## config.mk

```make
export PLATFORM = sky130hd
export DESIGN_NAME = boot_sequencer
export DESIGN_NICKNAME = d
export VERILOG_FILES = /design/src/rtl/boot_pkg.sv /design/src/rtl/boot_sequencer.sv
export SDC_FILE = /design/constraint.sdc
export NUM_CORES = 1
export LEC_CHECK = 0
export BUFFER_PORTS_ARGS = -buffer_cell sky130_fd_sc_hd__buf_2
export CAP_MARGIN = 20
export CORE_MARGIN = 10
export CORE_UTILIZATION = 60
export CTS_CLUSTER_DIAMETER = 40
export DETAILED_ROUTE_END_ITERATION = 12
export PLACE_DENSITY = 0.82
export REMOVE_ABC_BUFFERS = 1
export SYNTH_ARGS = -nofsm -noshare
export SYNTH_HDL_FRONTEND = slang
export SYNTH_SLANG_ARGS = --single-unit
export TNS_END_PERCENT = 30
```

## constraint.sdc

```tcl
create_clock -name clock -period 4.02 [get_ports clock]
set_input_delay 0.804 -clock clock [delete_from_list [all_inputs] [get_ports clock]]
set_output_delay 0.804 -clock clock [all_outputs]
set_load 0.02 [all_outputs]
```

## src/rtl/boot_pkg.sv

```systemverilog
// boot_pkg: shared definitions for the boot sequencer.
//   state_t   - frame loader states
//   SYNC_BYTE - default frame start marker
//   MAX_WORDS - largest accepted image size in 16-bit words
//   ADDR_W / DATA_W - instruction memory address and data widths
package boot_pkg;

  localparam logic [7:0]  SYNC_BYTE = 8'hA5;
  localparam int unsigned MAX_WORDS = 32768;
  localparam int unsigned ADDR_W    = 15;
  localparam int unsigned DATA_W    = 16;

  typedef enum logic [3:0] {
    ST_IDLE,
    ST_LEN_HI,
    ST_LEN_LO,
    ST_DATA_HI,
    ST_DATA_LO,
    ST_WRITE,
    ST_CHECK,
    ST_RUN,
    ST_ERROR
  } state_t;

endpackage

```

## src/rtl/boot_sequencer.sv

```systemverilog
// boot_sequencer: loads a program image received as a byte stream into
// instruction memory and releases the CPU once the checksum matches.
// Frame: SYNC, LEN_HI, LEN_LO, N words (high byte first), CHK (XOR of data bytes).
// Ports:
//   clock       - rising-edge clock
//   reset       - synchronous active-low reset
//   rx_data     - received byte
//   rx_valid    - rx_data valid
//   rx_ready    - byte accepted this cycle when rx_valid is high
//   imem_we     - instruction memory write strobe, one cycle per word
//   imem_addr   - instruction memory write address
//   imem_wdata  - instruction memory write data
//   cpu_reset   - active-high reset to the CPU
//   loading     - frame in progress
//   error       - last frame failed; held until the next sync byte
module boot_sequencer
  import boot_pkg::*;
#(
  parameter logic [7:0]  SYNC_BYTE = boot_pkg::SYNC_BYTE,
  parameter int unsigned MAX_WORDS = boot_pkg::MAX_WORDS
) (
  input  logic                clock,
  input  logic                reset,
  input  logic [7:0]          rx_data,
  input  logic                rx_valid,
  output logic                rx_ready,
  output logic                imem_we,
  output logic [ADDR_W-1:0]   imem_addr,
  output logic [DATA_W-1:0]   imem_wdata,
  output logic                cpu_reset,
  output logic                loading,
  output logic                error
);

  state_t              r_state;
  logic [15:0]         r_len;
  // 16 bits so that a 32768-word image reaches index == N without wrapping
  logic [15:0]         r_index;
  logic [7:0]          r_hi;
  logic [7:0]          r_chk;
  logic [DATA_W-1:0]   r_wdata;

  logic                w_accept;
  logic                w_sync;
  logic [15:0]         w_len_full;
  logic [15:0]         w_index_inc;

  assign w_accept    = rx_valid & rx_ready;
  assign w_sync      = w_accept && (rx_data == SYNC_BYTE);
  assign w_len_full  = {r_len[15:8], rx_data};
  assign w_index_inc = r_index + 16'd1;

  always_ff @(posedge clock) begin
    if (!reset) begin
      r_state <= ST_IDLE;
      r_len   <= '0;
      r_index <= '0;
      r_hi    <= '0;
      r_chk   <= '0;
      r_wdata <= '0;
    end else begin
      case (r_state)
        // Sync is only recognised outside a frame; inside one it is data.
        ST_IDLE, ST_RUN, ST_ERROR: begin
          if (w_sync) begin
            r_state <= ST_LEN_HI;
            r_chk   <= '0;
            r_index <= '0;
          end
        end
        ST_LEN_HI: begin
          if (w_accept) begin
            r_len[15:8] <= rx_data;
            r_state     <= ST_LEN_LO;
          end
        end
        ST_LEN_LO: begin
          if (w_accept) begin
            r_len[7:0] <= rx_data;
            if (32'(w_len_full) > MAX_WORDS)
              r_state <= ST_ERROR;
            else if (w_len_full == 16'd0)
              r_state <= ST_CHECK;
            else
              r_state <= ST_DATA_HI;
          end
        end
        ST_DATA_HI: begin
          if (w_accept) begin
            r_hi    <= rx_data;
            r_chk   <= r_chk ^ rx_data;
            r_state <= ST_DATA_LO;
          end
        end
        ST_DATA_LO: begin
          if (w_accept) begin
            r_wdata <= {r_hi, rx_data};
            r_chk   <= r_chk ^ rx_data;
            r_state <= ST_WRITE;
          end
        end
        ST_WRITE: begin
          r_index <= w_index_inc;
          r_state <= (w_index_inc == r_len) ? ST_CHECK : ST_DATA_HI;
        end
        ST_CHECK: begin
          if (w_accept)
            r_state <= (rx_data == r_chk) ? ST_RUN : ST_ERROR;
        end
        default: r_state <= ST_IDLE;
      endcase
    end
  end

  // All outputs are decodes of registered state, never of rx_*.
  assign rx_ready   = (r_state != ST_WRITE);
  assign imem_we    = (r_state == ST_WRITE);
  assign imem_addr  = r_index[ADDR_W-1:0];
  assign imem_wdata = r_wdata;
  assign cpu_reset  = (r_state != ST_RUN);
  assign error      = (r_state == ST_ERROR);
  assign loading    = (r_state == ST_LEN_HI)  || (r_state == ST_LEN_LO) ||
                      (r_state == ST_DATA_HI) || (r_state == ST_DATA_LO) ||
                      (r_state == ST_WRITE)   || (r_state == ST_CHECK);

endmodule

```

==> flow_metrics.py <==
metrics = {
    "setup_path": {
        "crit_chain": "nand2_1 -> or3_1 -> buf_4 -> inv_2 -> buf_2",
        "worstSetupPathType": "reg -> out",
        "cp-end-kind": "output port",
        "crit_slowest_cell": "dfxtp_1",
        "critPathMaxStageDelay_ns": 0.70,
        "cp-start-kind": "register",
        "rr_startpoint": "r_index[0]$_SDFFE_PN0P_",
        "cp_max_fo": 25,
        "r2r_slack_ns": 1.06,
        "arrival_ns": 2.22,
        "worstPathRequired_ns": 3.22,
        "cp-startpoint": "r_state[0]$_SDFFE_PN0P_",
    },
    "grt": {
        "grt_use_total_pct": 17.9,
        "grt_max_degree": 69,
        "grt_pass1_wl_um": 15100,
        "antenna_found_initial": 0,
        "grt_overflow": 0,
        "grt_pass1_vias": 3187,
    },
    "route": {
        "drtIter0Drc": 248,
        "drtAntennaViolNets": 0,
        "first_pass_iters": 5,
        "wl_per_cell_um": 15.8,
        "routed_via_density": 5.93,
        "drc_errors": 0,
        "drt-total-wl_um": 8950,
        "vias": 3370,
    },
    "pwr": {
        "netSwitchingFraction_pct": 26.3,
        "p_seq_share_pct": 50.5,
        "p_comb_share_pct": 6.5,
        "peakVddDrop_mv": 0.304,
        "p_int_mw": 1.01,
        "p_clk_share_pct": 43.0,
        "powerDensity_nw_per_um2": 337,
        "p_sw_mw": 0.361,
        "totalPowerFinal_mw": 1.37,
        "p_leak_nw": 1.59,
    },
    "floorplanning": {
        "die_y_um": 99.3,
        "die_w_um": 99.3,
        "start_util_pct": 62.6,
        "num_rows": 28,
        "core_area_um2": 6030,
        "io_pins": 47,
        "die_area_um2": 9860,
    },
    "clocking": {
        "path_clk_slew_ns": 0.09,
        "root_buffer": "clkbuf_8",
        "cts_buffer_depth": 2,
        "clk_latency_ns": 0.36,
        "postCtsHoldBufs": 0,
        "h-tree-depth": 3,
        "ctsResizeCount": 0,
        "cts_buffers": 9,
        "postCtsSetupBuffers": 0,
        "cts_num_sinks": 68,
        "tritoncts": "yes",
    },
    "timing": {
        "relSlewSlack_pct": 31.2,
        "setup_violations": 0,
        "holdWs_ns": 0.457,
        "finalMaxSlewViolations": 0,
        "worst_pin_slew_ns": 1.03,
        "rsz0062_at_grt": "false",
        "fmax_mhz": 331,
        "period_share_pct": 75.1,
        "hold_viol": 0,
        "tns_ns": 0,
        "skew_ns": 0.0133,
        "period_minus_slack_ns": 3.02,
    },
    "min_path": {
        "hold_class": "reg -> reg",
        "hp-start": "imem_wdata[1]$_SDFFE_PN0P_",
    },
    "synth": {
        "syn_area_um2": 3770,
        "synthCells": 480,
        "ys_types": 54,
        "avgSynthCellArea_um2": 7.86,
        "yosys_register_bits": 68,
        "async_reset_ff_share_pct": 0,
        "seq_area_frac_synth_pct": 36.1,
        "synth-main-ff-cell": "dfxtp_1",
        "synth-edff-count": 0,
        "synth_warnings": 0,
    },
    "place": {
        "dpl.cell_count": 551,
        "gp_congestion": 0.900,
        "place_hpwl_um": 6200,
        "numPortBuffers": 46,
    },
    "finish": {
        "fillerInstances": 524,
        "layout.cells.non_filler": 568,
        "area_growth_pct": 7.66,
        "final_nets": 500,
        "layout-drive-gt1-share_pct": 16.4,
        "n_antenna_cell": 0,
    },
    "status": {
        "status": "complete, no violations",
    },
    "flow_run": {
        "cap_violations": 0,
    },
}
==> worst max-delay path: cells and delay by family, from the launching register on <==
kind / cells / cell delay (ns)
flip-flops: 1 / 0.70
buffers and inverters: 3 / 0.68
AND/OR/NAND/NOR: 2 / 0.48
==> cell usage after synthesis (10+ instances only) <==
cell type | instances | share of area, %
nor3_1 | 14 | 1.9
clkbuf_1 | 31 | 3.1
mux2i_1 | 25 | 6.6
xor2_1 | 10 | 2.3
xnor2_1 | 22 | 5.1
o21ai_0 | 24 | 3.2
nand2_1 | 49 | 4.9
buf_4 | 17 | 3.4
dfxtp_1 | 68 | 36
nor2_1 | 67 | 6.7
a21oi_1 | 49 | 6.5
==> registers in the layout (all words and copies together) (netlist names) <==
name and count:
imem_wdata 16, r_chk 8, r_hi 8, r_index 16, r_len 16, r_state 4
==> per-layer routing <==
metal / GRT usage (%) / up-vias / share of wire [%]
met5: 0 / - / 0
met4: 6.73 / 0 / 1.3
met1: 22.8 / 1583 / 44
met2: 28.0 / 113 / 47
met3: 5.26 / 11 / 7.9
li1: - / 1663 / -
==> kinds of logic after synthesis <==
family	count (synthesis)	synth area share [%]
simple gates	203	27.3
compound gates	95	14.2
flops	68	36.1
buf+inv	55	7.79
xor+xnor	32	7.42
mux	26	6.93
fa+ha+maj	1	0.331
==> layout make-up <==
class	count	area [um2]	share of cell area, %
Clock inverter	7	82.6	2.03
Inverter	3	11.3	0.277
Clock buffer	9	124	3.05
Sequential cell	68	1360	33.5
Multi-Input combinational cell	357	2130	52.3
Timing Repair Buffer	49	265	6.53
Tap cell	75	93.8	2.31
==> power groups by stage <==
stage	registers [mW]	clock network (mW)	logic (mW)
after floorplan	0.703	0	0.0561
after global placement	0.706	0	0.0839
after detailed placement	0.707	0	0.0855
after CTS	0.691	0.595	0.0861
after global routing	0.693	0.624	0.0978
final	0.692	0.589	0.0888
==> stage by stage <==
step,setup WS (ns),utilization (%),cell area (um2)
6_report,0.999,67.4,4060
5_1_grt,0.909,67.4,4060
4_1_cts,1.04,67.1,4040
3_5_place_dp,1.08,63.7,3840
3_3_place_gp,1.13,63.7,3840
2_1_floorplan,1.13,-,3490
==> worst paths after layout <==
kind	end	depth (start not counted)
worst max-delay path	imem_we	5
worst min register to register	imem_wdata[1]$_SDFFE_PN0P_	2
worst max register to register	r_state[2]$_SDFFE_PN0P_	8
worst min-delay path	imem_wdata[1]$_SDFFE_PN0P_	2
==> layout by cell type (no fill, tap or decap), drive strengths merged, types with 10 or more instances in the layout <==
cell,count
o21ai,24
xor2,10
nor2,68
nor3,15
buf,49
xnor2,22
dfxtp,68
mux2i,25
nand4,10
nand2,50
a21oi,49
Power figures use the tool's default switching activity.
